**src/rtl/abr_masked_add_pkg.sv**
```systemverilog
// Shared types for the masked serial adder: FSM state encoding and the 2-share bit type.
package abr_masked_add_pkg;

   typedef enum logic [1:0] {
      ADD_IDLE,
      ADD_RUN,
      ADD_FLUSH
   } masked_add_state_e;

   // Bit 0 is share 0, bit 1 is share 1; the two are only ever XORed off-chip.
   typedef logic [1:0] share_t;

endpackage

```
**src/rtl/abr_masked_full_adder.sv**
```systemverilog
// One-bit Boolean-masked full adder with a single registered output stage.
// The carry uses maj(x,y,c) = ((x^c)&(y^c))^c so only one masked AND (one rnd bit) is needed.
module abr_masked_full_adder
   import abr_masked_add_pkg::*;
(
   input  logic   clk,
   input  logic   rst_n,
   input  logic   zeroize,
   input  share_t x,
   input  share_t y,
   input  share_t c_in,
   input  logic   rnd,
   output share_t s,
   output share_t c_out
);

   share_t a;
   share_t b;
   share_t q;

   assign a = x ^ c_in;
   assign b = y ^ c_in;

   // Cross terms are refreshed with rnd before joining the same-share product.
   assign q[0] = (a[0] & b[0]) ^ ((a[0] & b[1]) ^ rnd);
   assign q[1] = (a[1] & b[1]) ^ ((a[1] & b[0]) ^ rnd);

   // NOTE: sequential state uses non-blocking assignments so every register samples pre-edge values.
   always_ff @(posedge clk) begin
      if (!rst_n || zeroize) begin
         s     <= '0;
         c_out <= '0;
      end else begin
         s     <= x ^ y ^ c_in;
         c_out <= q ^ c_in;
      end
   end

endmodule

```
**src/rtl/abr_masked_serial_adder_ctrl.sv**
```systemverilog
// Bit-serial sequencer around one masked full adder: LSB-first ripple add of 2-share operands.
// Shares stay separated end to end; the carry is fed back through the adder's output register.
module abr_masked_serial_adder_ctrl
   import abr_masked_add_pkg::*;
#(
   parameter int WIDTH = 32
) (
   input  logic             clk,
   input  logic             rst_n,
   input  logic             zeroize,
   input  logic             start_i,
   output logic             ready_o,
   input  logic [WIDTH-1:0] x0_i,
   input  logic [WIDTH-1:0] x1_i,
   input  logic [WIDTH-1:0] y0_i,
   input  logic [WIDTH-1:0] y1_i,
   input  logic [1:0]       cin_i,
   input  logic [WIDTH-1:0] rnd_i,
   output logic [WIDTH-1:0] sum0_o,
   output logic [WIDTH-1:0] sum1_o,
   output logic [1:0]       cout_o,
   output logic             valid_o
);

   localparam int               IDX_W    = $clog2(WIDTH);
   localparam logic [IDX_W-1:0] LAST_IDX = IDX_W'(WIDTH - 1);

   masked_add_state_e state;
   masked_add_state_e state_nxt;

   logic [IDX_W-1:0] idx;
   logic [WIDTH-1:0] x0_reg;
   logic [WIDTH-1:0] x1_reg;
   logic [WIDTH-1:0] y0_reg;
   logic [WIDTH-1:0] y1_reg;
   logic [WIDTH-1:0] rnd_reg;
   logic [WIDTH-1:0] sum0_reg;
   logic [WIDTH-1:0] sum1_reg;
   share_t           cin_reg;
   share_t           cout_reg;
   logic             valid_reg;

   share_t add_x;
   share_t add_y;
   share_t add_cin;
   logic   add_rnd;
   share_t add_s;
   share_t add_cout;

   // NOTE: every always_comb output gets a default first, so no path can infer a latch.
   always_comb begin
      state_nxt = state;
      unique case (state)
         ADD_IDLE:  if (start_i) state_nxt = ADD_RUN;
         ADD_RUN:   if (idx == LAST_IDX) state_nxt = ADD_FLUSH;
         ADD_FLUSH: state_nxt = ADD_IDLE;
         default:   state_nxt = ADD_IDLE;
      endcase
   end

   // Adder sees all-zero inputs outside RUN so held shares never toggle it.
   always_comb begin
      add_x   = '0;
      add_y   = '0;
      add_cin = '0;
      add_rnd = 1'b0;
      if (state == ADD_RUN) begin
         add_x   = {x1_reg[idx], x0_reg[idx]};
         add_y   = {y1_reg[idx], y0_reg[idx]};
         add_cin = (idx == '0) ? cin_reg : add_cout;
         add_rnd = rnd_reg[idx];
      end
   end

   always_ff @(posedge clk) begin
      if (!rst_n || zeroize) begin
         state <= ADD_IDLE;
      end else begin
         state <= state_nxt;
      end
   end

   // NOTE: operand, randomness and result registers are all cleared on reset/zeroize so no share survives an abort.
   always_ff @(posedge clk) begin
      if (!rst_n || zeroize) begin
         idx       <= '0;
         x0_reg    <= '0;
         x1_reg    <= '0;
         y0_reg    <= '0;
         y1_reg    <= '0;
         rnd_reg   <= '0;
         sum0_reg  <= '0;
         sum1_reg  <= '0;
         cin_reg   <= '0;
         cout_reg  <= '0;
         valid_reg <= 1'b0;
      end else begin
         valid_reg <= (state == ADD_FLUSH);
         unique case (state)
            ADD_IDLE: begin
               if (start_i) begin
                  x0_reg   <= x0_i;
                  x1_reg   <= x1_i;
                  y0_reg   <= y0_i;
                  y1_reg   <= y1_i;
                  rnd_reg  <= rnd_i;
                  cin_reg  <= cin_i;
                  sum0_reg <= '0;
                  sum1_reg <= '0;
                  cout_reg <= '0;
                  idx      <= '0;
               end
            end
            ADD_RUN: begin
               // Adder output lags by one step, so it belongs to the previous bit.
               if (idx != '0) begin
                  sum0_reg[idx - IDX_W'(1)] <= add_s[0];
                  sum1_reg[idx - IDX_W'(1)] <= add_s[1];
               end
               rnd_reg[idx] <= 1'b0;
               idx          <= (idx == LAST_IDX) ? '0 : idx + IDX_W'(1);
            end
            ADD_FLUSH: begin
               sum0_reg[WIDTH-1] <= add_s[0];
               sum1_reg[WIDTH-1] <= add_s[1];
               cout_reg          <= add_cout;
            end
            default: ;
         endcase
      end
   end

   abr_masked_full_adder u_fa (
      .clk     (clk),
      .rst_n   (rst_n),
      .zeroize (zeroize),
      .x       (add_x),
      .y       (add_y),
      .c_in    (add_cin),
      .rnd     (add_rnd),
      .s       (add_s),
      .c_out   (add_cout)
   );

   assign ready_o = (state == ADD_IDLE);
   assign sum0_o  = sum0_reg;
   assign sum1_o  = sum1_reg;
   assign cout_o  = cout_reg;
   assign valid_o = valid_reg;

endmodule
```
**config.mk**
```make
export PLATFORM = sky130hd
export DESIGN_NAME = abr_masked_serial_adder_ctrl
export DESIGN_NICKNAME = d
export VERILOG_FILES = /design/src/rtl/abr_masked_add_pkg.sv /design/src/rtl/abr_masked_full_adder.sv /design/src/rtl/abr_masked_serial_adder_ctrl.sv
export SDC_FILE = /design/constraint.sdc
export NUM_CORES = 1
export LEC_CHECK = 0
export CAP_MARGIN = 10
export CORE_MARGIN = 2
export CORE_UTILIZATION = 45
export CTS_CLUSTER_SIZE = 25
export DETAILED_ROUTE_END_ITERATION = 16
export GPL_ROUTABILITY_DRIVEN = 0
export HOLD_SLACK_MARGIN = 0.1
export PLACE_DENSITY = 0.75
export SYNTH_ARGS = -nofsm -noshare
export SYNTH_HDL_FRONTEND = slang
export SYNTH_SLANG_ARGS = --single-unit
```
**constraint.sdc**
```tcl
create_clock -name clk -period 3.15 [get_ports clk]
set_clock_uncertainty 0.2 [all_clocks]
set_input_delay 0.63 -clock clk [delete_from_list [all_inputs] [get_ports clk]]
set_output_delay 0.63 -clock clk [all_outputs]
set_load 0.01 [all_outputs]
```
==> results of run 1 <==
## layout make-up
| cell class | instances | area share [%] |
|---|---|---|
| Multi-Input combinational cell | 922 | 38.6 |
| Tap cell | 319 | 2.82 |
| Clock buffer | 35 | 5.05 |
| Clock inverter | 9 | 0.513 |
| Sequential cell | 240 | 34.0 |
| Timing Repair Buffer | 264 | 18.8 |
| Inverter | 8 | 0.212 |
## final timing paths
| kind | cells after the start | to | start | slack (ns) |
|---|---|---|---|---|
| max | 8 | u_fa.c_out[0] | idx[3] | 0.22 |
| max reg2reg | 8 | u_fa.c_out[0] | idx[3] | 0.22 |
| min reg2reg | 2 | x1_reg[6] | x1_reg[6] | 0.25 |
| min | 2 | x1_reg[6] | x1_reg[6] | 0.25 |
## power by group through the flow
stage	clock [uW]	sequential, uW	combinational [uW]
3_5_place_dp	0	3210	653
4_1_cts	2860	3140	657
3_3_place_gp	0	3200	646
5_1_grt	2990	3150	722
2_1_floorplan	0	3190	334
6_report	2830	3140	662
## synth_stat cells (all sizes together), types with 2 or more instances
cell    number  share of area, %
nor2b        3              0.17
o21bai       4              0.28
or4          2              0.14
ha          12               1.4
nand2b      11              0.64
xor2         5              0.55
a32oi       58               4.7
o21ai       12              0.56
or3b         2              0.16
nor4         2              0.12
a21oi      168               7.8
nand4        2              0.12
o211ai      33               2.4
xnor2        2              0.16
nor3        16              0.74
nor3b        4              0.28
and2         9              0.52
nand3        9              0.42
a21o        27               1.9
a211oi       3              0.21
o22ai       11              0.64
clkbuf      86               3.0
a41o         2              0.19
inv          8              0.28
and3         5              0.29
nor2        89               3.2
buf         25               1.5
or2          3              0.20
a22oi       22               1.5
mux2i       33               3.1
dfxtp      240                45
nand3b       2              0.17
or3          2              0.12
mux4        26               5.4
a31oi        2              0.12
nand2      334                12
## per-stage QoR
step	setup slack (ns)	area, sq um	utilization (%)
3_3_place_gp	0.317	13400	56.9
6_report	0.224	14200	60.3
5_1_grt	0.0715	14200	60.3
2_1_floorplan	0.142	10800	-
3_5_place_dp	0.274	13400	56.9
4_1_cts	0.256	14100	60.2
## worst max-delay path: cells and delay by family, from the launching register on
kind / cells / cell delay [ns]
AOI/OAI and AO/OA: 2 / 0.57
and+or+nand+nor: 4 / 1.07
DFF: 1 / 0.66
xor gates and xnor gates: 2 / 0.38
## cell families (layout without fill, tap and decap cells)
family / Yosys count / after routing / share of synthesized area, %
buf+inv: 119 / 316 / 4.75
compound gates: 346 / 346 / 20.7
xor+xnor: 7 / 7 / 0.710
flops: 240 / 240 / 44.7
simple gates: 498 / 498 / 19.2
fa+ha+maj: 12 / 12 / 1.40
mux: 59 / 59 / 8.55
## layer usage
metal  global-route usage [%]  share of wire (%)  vias up
met1                     33.2                 43     4686
li1                         -                  -     4862
met3                     2.99                5.9       68
met2                     40.8                 48      376
met4                     8.24                2.9        0
met5                        0                  0        -
==> metrics.txt, run 1 <==
Die Area=25100 sq um; cts hold-fix bufs=0; combinational power share=10.0%; Max Freq=342 MHz; CP Class=flop to flop; I/O pin count=234; Overflow after GRT=0; Flop pwr share=47.3%; Cell Int Power=5080 uW; clock insertion delay at the later pin of the skew report=0.51 ns; most common cell after layout, fill and taps aside=nand2_1; crit path time final=2.93 ns; Final Cycle Share=92.9%; Tightest Pin Transition=0.891 ns; CORE AREA=23500 sq um; clock slew at reported path FFs=0.06 ns; CP Max Fanout=14; setup bufs post-CTS=0; Bufs on Longest Clock Path=3; ys async rst share=0%; status=finished clean; CTS Sinks=240; most used cell, CP=nand3_1; Ant. Diodes=0; fin cells=1797; CTS Buf Count=25; Min-Delay Path Class=flop to flop; Max-Slew Margin vs Limit=40.6%; Avg WL per Cell=17.4 um; Crit. End Element=flop; synthesis-stage register bit count=240; vias post-DR=9992; vias in the first global route=9568; Layout area overhead=31.7%; DRT Pass-1 Iters=7; most frequent cells in the layout=332 x nand2_1, 238 x dfxtp_1, 233 x clkdlybuf4s50_1; Leak=0.00488 uW; synthesized netlist cell count=1281; final setup fails=0; Tot Pwr=6630 uW; All-Layer GR Usage=24.5%; Setup TNS Final=0 ns; count of different cell masters after synthesis=56; CP required=3.40 ns; chip width=159 um; final WL=31.3 mm; slowest cell on the critical path=dfxtp_1; Final Hold Vio Count=0; Fill cells=2014; CP Launch Type=flop; largest net degree at the start of global routing=90; ANT nets after route=0; Switching Fraction=23.4%; layout cells sized above 1=7.92%; Syn Nets=1459; sequential element share of the synthesized area=44.7%; Cell Count Post-Placement=1752; Multi-input gate area=5470 sq um; row count=56; post_cts resized=0; Most used DFF post-synth=dfxtp_1; Mapped Avg Cell Area=8.39 sq um; max_cap viols=0; max incr delay on CP=0.66 ns; register area=4810 sq um; Synth Cell Area=10800 sq um; initial DRC count=798; Clk pwr share=42.7%; maximum VDD drop=316 uV; PwrDens=469 nW/um^2; cells along the critical path=nand3_1 -> o22ai_1 -> nor3_1 -> o211ai_2 -> xor2_2 -> xnor2_1 -> or4_1 -> nand3_1; Nets=1639; Syn. warnings=0; Initial Util=45.8%; RSZ-0062 raised after global routing=no; port bufs=233; Final Max Tran Viols=0; P_sw=1550 uW; Post-synth EDFFs=0; H-tree levels=1; Die Span Y=159 um; Hold WS=0.252 ns; WP data arrival=3.18 ns; hpwl dp=21.9 mm; clock root buffer=clkbuf_16; CTS tree=yes; first-pass GRT wire length=49.4 mm; detailed-route vias per instance=5.56; DRC viols=0; initial antenna violation count=0
Power figures use the tool's default switching activity.
==> inputs of run 2 (changes only) <==
--- a/config.mk
+++ b/config.mk
@@ -12,6 +12,7 @@
 export DETAILED_ROUTE_END_ITERATION = 16
 export GPL_ROUTABILITY_DRIVEN = 0
 export HOLD_SLACK_MARGIN = 0.1
+export MAX_ROUTING_LAYER = met4
 export PLACE_DENSITY = 0.75
 export SYNTH_ARGS = -nofsm -noshare
 export SYNTH_HDL_FRONTEND = slang
==> run 2 against run 1 <==
Effect of this change: sequential share of layout area unchanged; clock power hardly changed; routed wire length about the same; critical path depth unchanged; maximum frequency is 0.28% lower; count of clock-buffer cells in the layout unchanged; sequential cell count unchanged.
==> metrics.txt, run 2 (synthesis gave the netlist of run 1 again) <==
RSZ-0062 raised after global routing=no (unchanged); hpwl dp=21.9 mm (unchanged); vias post-DR=10000 (was 9992); layout cells sized above 1=7.92% (unchanged); largest net degree at the start of global routing=90 (unchanged); Final Max Tran Viols=0 (unchanged); Leak=0.00488 uW (unchanged); Clk pwr share=42.7% (about the same); Die Area=25100 sq um (unchanged); maximum VDD drop=312 uV (was 316 uV); vias in the first global route=9565 (was 9568); row count=56 (unchanged); crit path time final=2.93 ns (about the same); setup bufs post-CTS=0 (unchanged); CTS Buf Count=25 (unchanged); Setup TNS Final=0 ns (unchanged); Min-Delay Path Class=flop to flop (unchanged); ANT nets after route=0 (unchanged); CP Max Fanout=14 (unchanged); WHS Path Cells=2 (unchanged); P_sw=1550 uW (about the same); critical path depth in cells=8 (unchanged); Flop pwr share=47.3% (about the same); CP Class=flop to flop (unchanged); Ant. Diodes=0 (unchanged); Final Cycle Share=93.1% (was 92.9%); DRC viols=0 (unchanged); detailed-route vias per instance=5.59 (was 5.56); cts hold-fix bufs=0 (unchanged); Final Hold Vio Count=0 (unchanged); Tightest Pin Transition=0.880 ns (was 0.891 ns); Crit. End Element=flop (unchanged); All-Layer GR Usage=25.3% (was 24.5%); WP buf/inv=0 (unchanged); chip width=159 um (unchanged); port bufs=233 (unchanged); max_cap viols=0 (unchanged); Overflow after GRT=0 (unchanged); Layout area overhead=31.7% (unchanged); Nets=1639 (unchanged); DRT Pass-1 Iters=5 (was 7); post_cts resized=0 (unchanged); most frequent cells in the layout=332 x nand2_1, 238 x dfxtp_1, 233 x clkdlybuf4s50_1 (unchanged); PwrDens=469 nW/um^2 (about the same); first-pass GRT wire length=49.4 mm (about the same); max incr delay on CP=0.67 ns (was 0.66 ns); CORE AREA=23500 sq um (unchanged); Max Freq=341 MHz (was 342 MHz); Cell Int Power=5080 uW (about the same); Tot Pwr=6640 uW (was 6630 uW); CTS Sinks=240 (unchanged); clock insertion delay at the later pin of the skew report=0.51 ns (about the same); CP required=3.40 ns (about the same); final WL=31.3 mm (about the same); Initial Util=45.8% (unchanged); R2R Setup Slk=0.22 ns (about the same); Avg WL per Cell=17.4 um (about the same); initial antenna violation count=0 (unchanged); WP data arrival=3.19 ns (was 3.18 ns); Max-Slew Margin vs Limit=41.3% (was 40.6%); initial DRC count=809 (was 798); CTS tree=yes (unchanged); Switching Fraction=23.4% (about the same); cells along the critical path=nand3_1 -> o22ai_1 -> nor3_1 -> o211ai_2 -> xor2_2 -> xnor2_1 -> or4_1 -> nand3_1 (unchanged); clock slew at reported path FFs=0.06 ns (about the same); clock root buffer=clkbuf_16 (unchanged); combinational power share=10.0% (about the same); most used cell, CP=nand3_1 (unchanged); CP Launch Type=flop (unchanged); final setup fails=0 (unchanged); Bufs on Longest Clock Path=3 (unchanged); Die Span Y=159 um (unchanged); H-tree levels=1 (unchanged); worst r2r path cells=8 (unchanged); I/O pin count=234 (unchanged); status=finished clean (unchanged); most common cell after layout, fill and taps aside=nand2_1 (unchanged); Top delay family on crit path=simple AND/OR/NAND/NOR gates (unchanged); slowest cell on the critical path=dfxtp_1 (unchanged)
-- run 2: worst reg2reg max path: cells and delay by family (launching register included) --
kind	cells	cell delay, ns
AND/OR/NAND/NOR	4	1.07
flip-flops	1	0.67
AO/OA/AOI/OAI	2	0.56
XOR/XNOR	2	0.38
-- run 2: final timing paths --
path | startpoint | end
max reg2reg | idx[3] | u_fa.c_out[0]
min reg2reg | x0_reg[2] | x0_reg[2]
min | x0_reg[2] | x0_reg[2]
max | idx[3] | u_fa.c_out[0]
-- run 2: final cells by class --
type	instances	area, sq um
clock inverters	9	72.6
clock buffers	35	714
well taps	319	399
repair buffers	264	2660
multi-input cells	922	5470
flip-flops and latches	240	4810
inverters	8	30.0
fillers	2014	9320
-- run 2: per-layer routing --
layer  wire [um]  GRT usage (%)  vias up
li1            -              -     4863
met5           0              -        -
met2       15100           40.8      381
met4         894           8.19        0
met1       13400           33.3     4738
met3        1940           2.89       66
-- run 2: power groups by stage --
stage / Sequential [uW] / Clock [uW] / Combinational (uW)
2_1_floorplan: 3190 / 0 / 334
3_3_place_gp: 3200 / 0 / 646
3_5_place_dp: 3210 / 0 / 653
4_1_cts: 3140 / 2860 / 657
5_1_grt: 3150 / 3000 / 722
6_report: 3140 / 2830 / 661
-- run 2: metrics by stage --
| stage | instances | hold WS [ns] | util [%] | setup WS (ns) | area [sq um] |
|---|---|---|---|---|---|
| floorplan | 1281 | 0.233 | - | 0.142 | 10800 |
| global placement | 1752 | 0.239 | 56.9 | 0.317 | 13400 |
| detailed placement | 1752 | 0.244 | 56.9 | 0.274 | 13400 |
| CTS | 1796 | 0.252 | 60.2 | 0.256 | 14100 |
| global route | 1797 | 0.273 | 60.3 | 0.0715 | 14200 |
| finish | 1797 | 0.253 | 60.3 | 0.216 | 14200 |
==> inputs of run 3 (changes only) <==
--- a/config.mk
+++ b/config.mk
@@ -5,7 +5,6 @@
 export SDC_FILE = /design/constraint.sdc
 export NUM_CORES = 1
 export LEC_CHECK = 0
-export CAP_MARGIN = 10
 export CORE_MARGIN = 2
 export CORE_UTILIZATION = 45
 export CTS_CLUSTER_SIZE = 25
@@ -13,7 +12,7 @@
 export GPL_ROUTABILITY_DRIVEN = 0
 export HOLD_SLACK_MARGIN = 0.1
 export MAX_ROUTING_LAYER = met4
-export PLACE_DENSITY = 0.75
+export PLACE_DENSITY = 0.72
 export SYNTH_ARGS = -nofsm -noshare
 export SYNTH_HDL_FRONTEND = slang
 export SYNTH_SLANG_ARGS = --single-unit
==> run 3 against run 2 <==
Effect of this change: total power rose by 8.3%; first-iteration DRC count rose by 9.4%; design area rose by 1.6%; sequential power barely moved; register-to-register slack barely moved; cell count rose by 0.72%; routed wire length rose by 2.3%; non-clock buffer count rose by 10; hold slack barely moved; die area did not move; largest cell class unchanged.
==> metrics.txt, run 3 (synthesis gave the netlist of run 1 again) <==
GRT met1 Usage=34.6% (was 33.3%); most used routing layer=met2 (unchanged); H-tree levels=1 (unchanged); Final Hold Vio Count=0 (unchanged); Ant. Diodes=0 (unchanged); Avg WL per Cell=17.7 um (was 17.4 um); Tightest Pin Transition=0.752 ns (was 0.880 ns); hpwl dp=22.3 mm (was 21.9 mm); vias in the first global route=9506 (was 9565); CP required=3.42 ns (was 3.40 ns); first-pass GRT wire length=50.2 mm (was 49.4 mm); All-Layer GR Usage=25.7% (was 25.3%); CP Launch Type=flop (unchanged); Min-Delay Path Class=flop to flop (unchanged); Hold WS=0.253 ns (about the same); register area=4810 sq um (unchanged); Final Max Tran Viols=0 (unchanged); DRC viols=0 (unchanged); Multi-input gate area=5470 sq um (about the same); cts hold-fix bufs=0 (unchanged); CTS tree=yes (unchanged); largest net degree at the start of global routing=100 (was 90); maximum VDD drop=329 uV (was 312 uV); final WL=32.0 mm (was 31.3 mm); crit path time final=2.92 ns (was 2.93 ns); Post-DP Area=13400 sq um (about the same); detailed-route vias per instance=5.55 (was 5.59); DRT Pass-1 Iters=7 (was 5); chip width=159 um (unchanged); Fill cells=2018 (was 2014); clock slew at reported path FFs=0.06 ns (about the same); Setup TNS Final=0 ns (unchanged); ANT nets after route=0 (unchanged); initial antenna violation count=0 (unchanged); met3 Use GR=3.18% (was 2.89%); status=finished clean (unchanged); clock root buffer=clkbuf_16 (unchanged); port bufs=233 (unchanged); CTS Sinks=240 (unchanged); most common cell after layout, fill and taps aside=nand2_1 (unchanged); final setup fails=0 (unchanged); Overflow after GRT=0 (unchanged); clock insertion delay at the later pin of the skew report=0.53 ns (was 0.51 ns); row count=56 (unchanged); Layout area overhead=33.7% (was 31.7%); Leak=0.00501 uW (was 0.00488 uW); max_cap viols=0 (unchanged); Initial Util=45.8% (unchanged); layout cells sized above 1=9.19% (was 7.92%); CTS Buf Count=26 (was 25); PwrDens=500 nW/um^2 (was 469 nW/um^2); RSZ-0062 raised after global routing=no (unchanged); Nets=1650 (was 1639); Crit. End Element=flop (unchanged); Die Span Y=159 um (unchanged); initial DRC count=885 (was 809); most frequent cells in the layout=332 x nand2_1, 238 x dfxtp_1, 233 x clkdlybuf4s50_1 (unchanged); Final Cycle Share=92.8% (was 93.1%); Max-Slew Margin vs Limit=49.8% (was 41.3%); Die Area=25100 sq um (unchanged); vias post-DR=10000 (about the same); Max Freq=342 MHz (was 341 MHz); Bufs on Longest Clock Path=3 (unchanged); CP Max Fanout=12 (was 14); I/O pin count=234 (unchanged); fin util=61.3% (was 60.3%); met2 Track Usage GR=41.4% (was 40.8%); CORE AREA=23500 sq um (unchanged); CP Class=flop to flop (unchanged); post-route cell area=14400 sq um (was 14200 sq um); WP data arrival=3.19 ns (about the same)
run 3: cell types whose count changed in the layout (fill, tap and decap cells not counted):
cell / change
buf_12: -2
buf_4: +12
buf_6: +1
buf_8: -1
bufinv_16: +5
clkbuf_1: -6
clkbuf_16: +1
clkinv_2: +1
clkinv_4: +1
inv_4: +1
nor2_1: -1
nor2_2: +1
run 3: repair_timing:
item	4_1_cts	5_1_grt
gates resized for setup	0	1
setup endpoints to repair	0	9
setup buffers	0	1
run 3: critical path, cell delays in order, from the launching register on:
cell and delay [ns]:
dfxtp_1 0.53, buf_4 0.23, nand3_1 0.30, o22ai_1 0.30, nor3_1 0.09, o211ai_2 0.27
xor2_2 0.24, xnor2_1 0.14, or4_1 0.47, nand3_1 0.09
run 3: layout make-up:
| class | count | area share [%] |
|---|---|---|
| Clock buffer | 30 | 4.99 |
| Clock inverter | 17 | 1.69 |
| Inverter | 8 | 0.209 |
| Multi-Input combinational cell | 922 | 38.1 |
| Sequential cell | 240 | 33.5 |
| Tap cell | 319 | 2.78 |
| Timing Repair Buffer | 274 | 18.8 |
run 3: power breakdown:
group / switching [uW] / internal [uW]
clock: 1250 / 2120
combinational: 345 / 328
sequential: 38.9 / 3100
total: 1640 / 5550
run 3: metrics by stage:
| step | worst slack (ns) | total power (uW) | instances |
|---|---|---|---|
| final | 0.226 | 7190 | 1810 |
| after global routing | 0.0616 | 7430 | 1810 |
| after CTS | 0.170 | 7230 | 1809 |
| after detailed placement | 0.176 | 3870 | 1762 |
| after global placement | 0.279 | 3870 | 1762 |
| after floorplan | 0.142 | 3530 | 1281 |
run 3: layer usage:
metal	wire length, um	vias up	part of all wire, %
met5	0	-	0
met4	712	0	2.2
met3	1730	53	5.4
met2	15400	334	48
met1	14200	4774	44
li1	-	4886	-
run 3: final timing paths:
kind | startpoint | endpoint | slack (ns) | cells past startpoint
hold / removal | y1_reg[20] | y1_reg[20] | 0.25 | 2
setup reg to reg | idx[3] | u_fa.c_out[0] | 0.23 | 9
setup / recovery | idx[3] | u_fa.c_out[0] | 0.23 | 9
hold reg to reg | y1_reg[20] | y1_reg[20] | 0.25 | 2
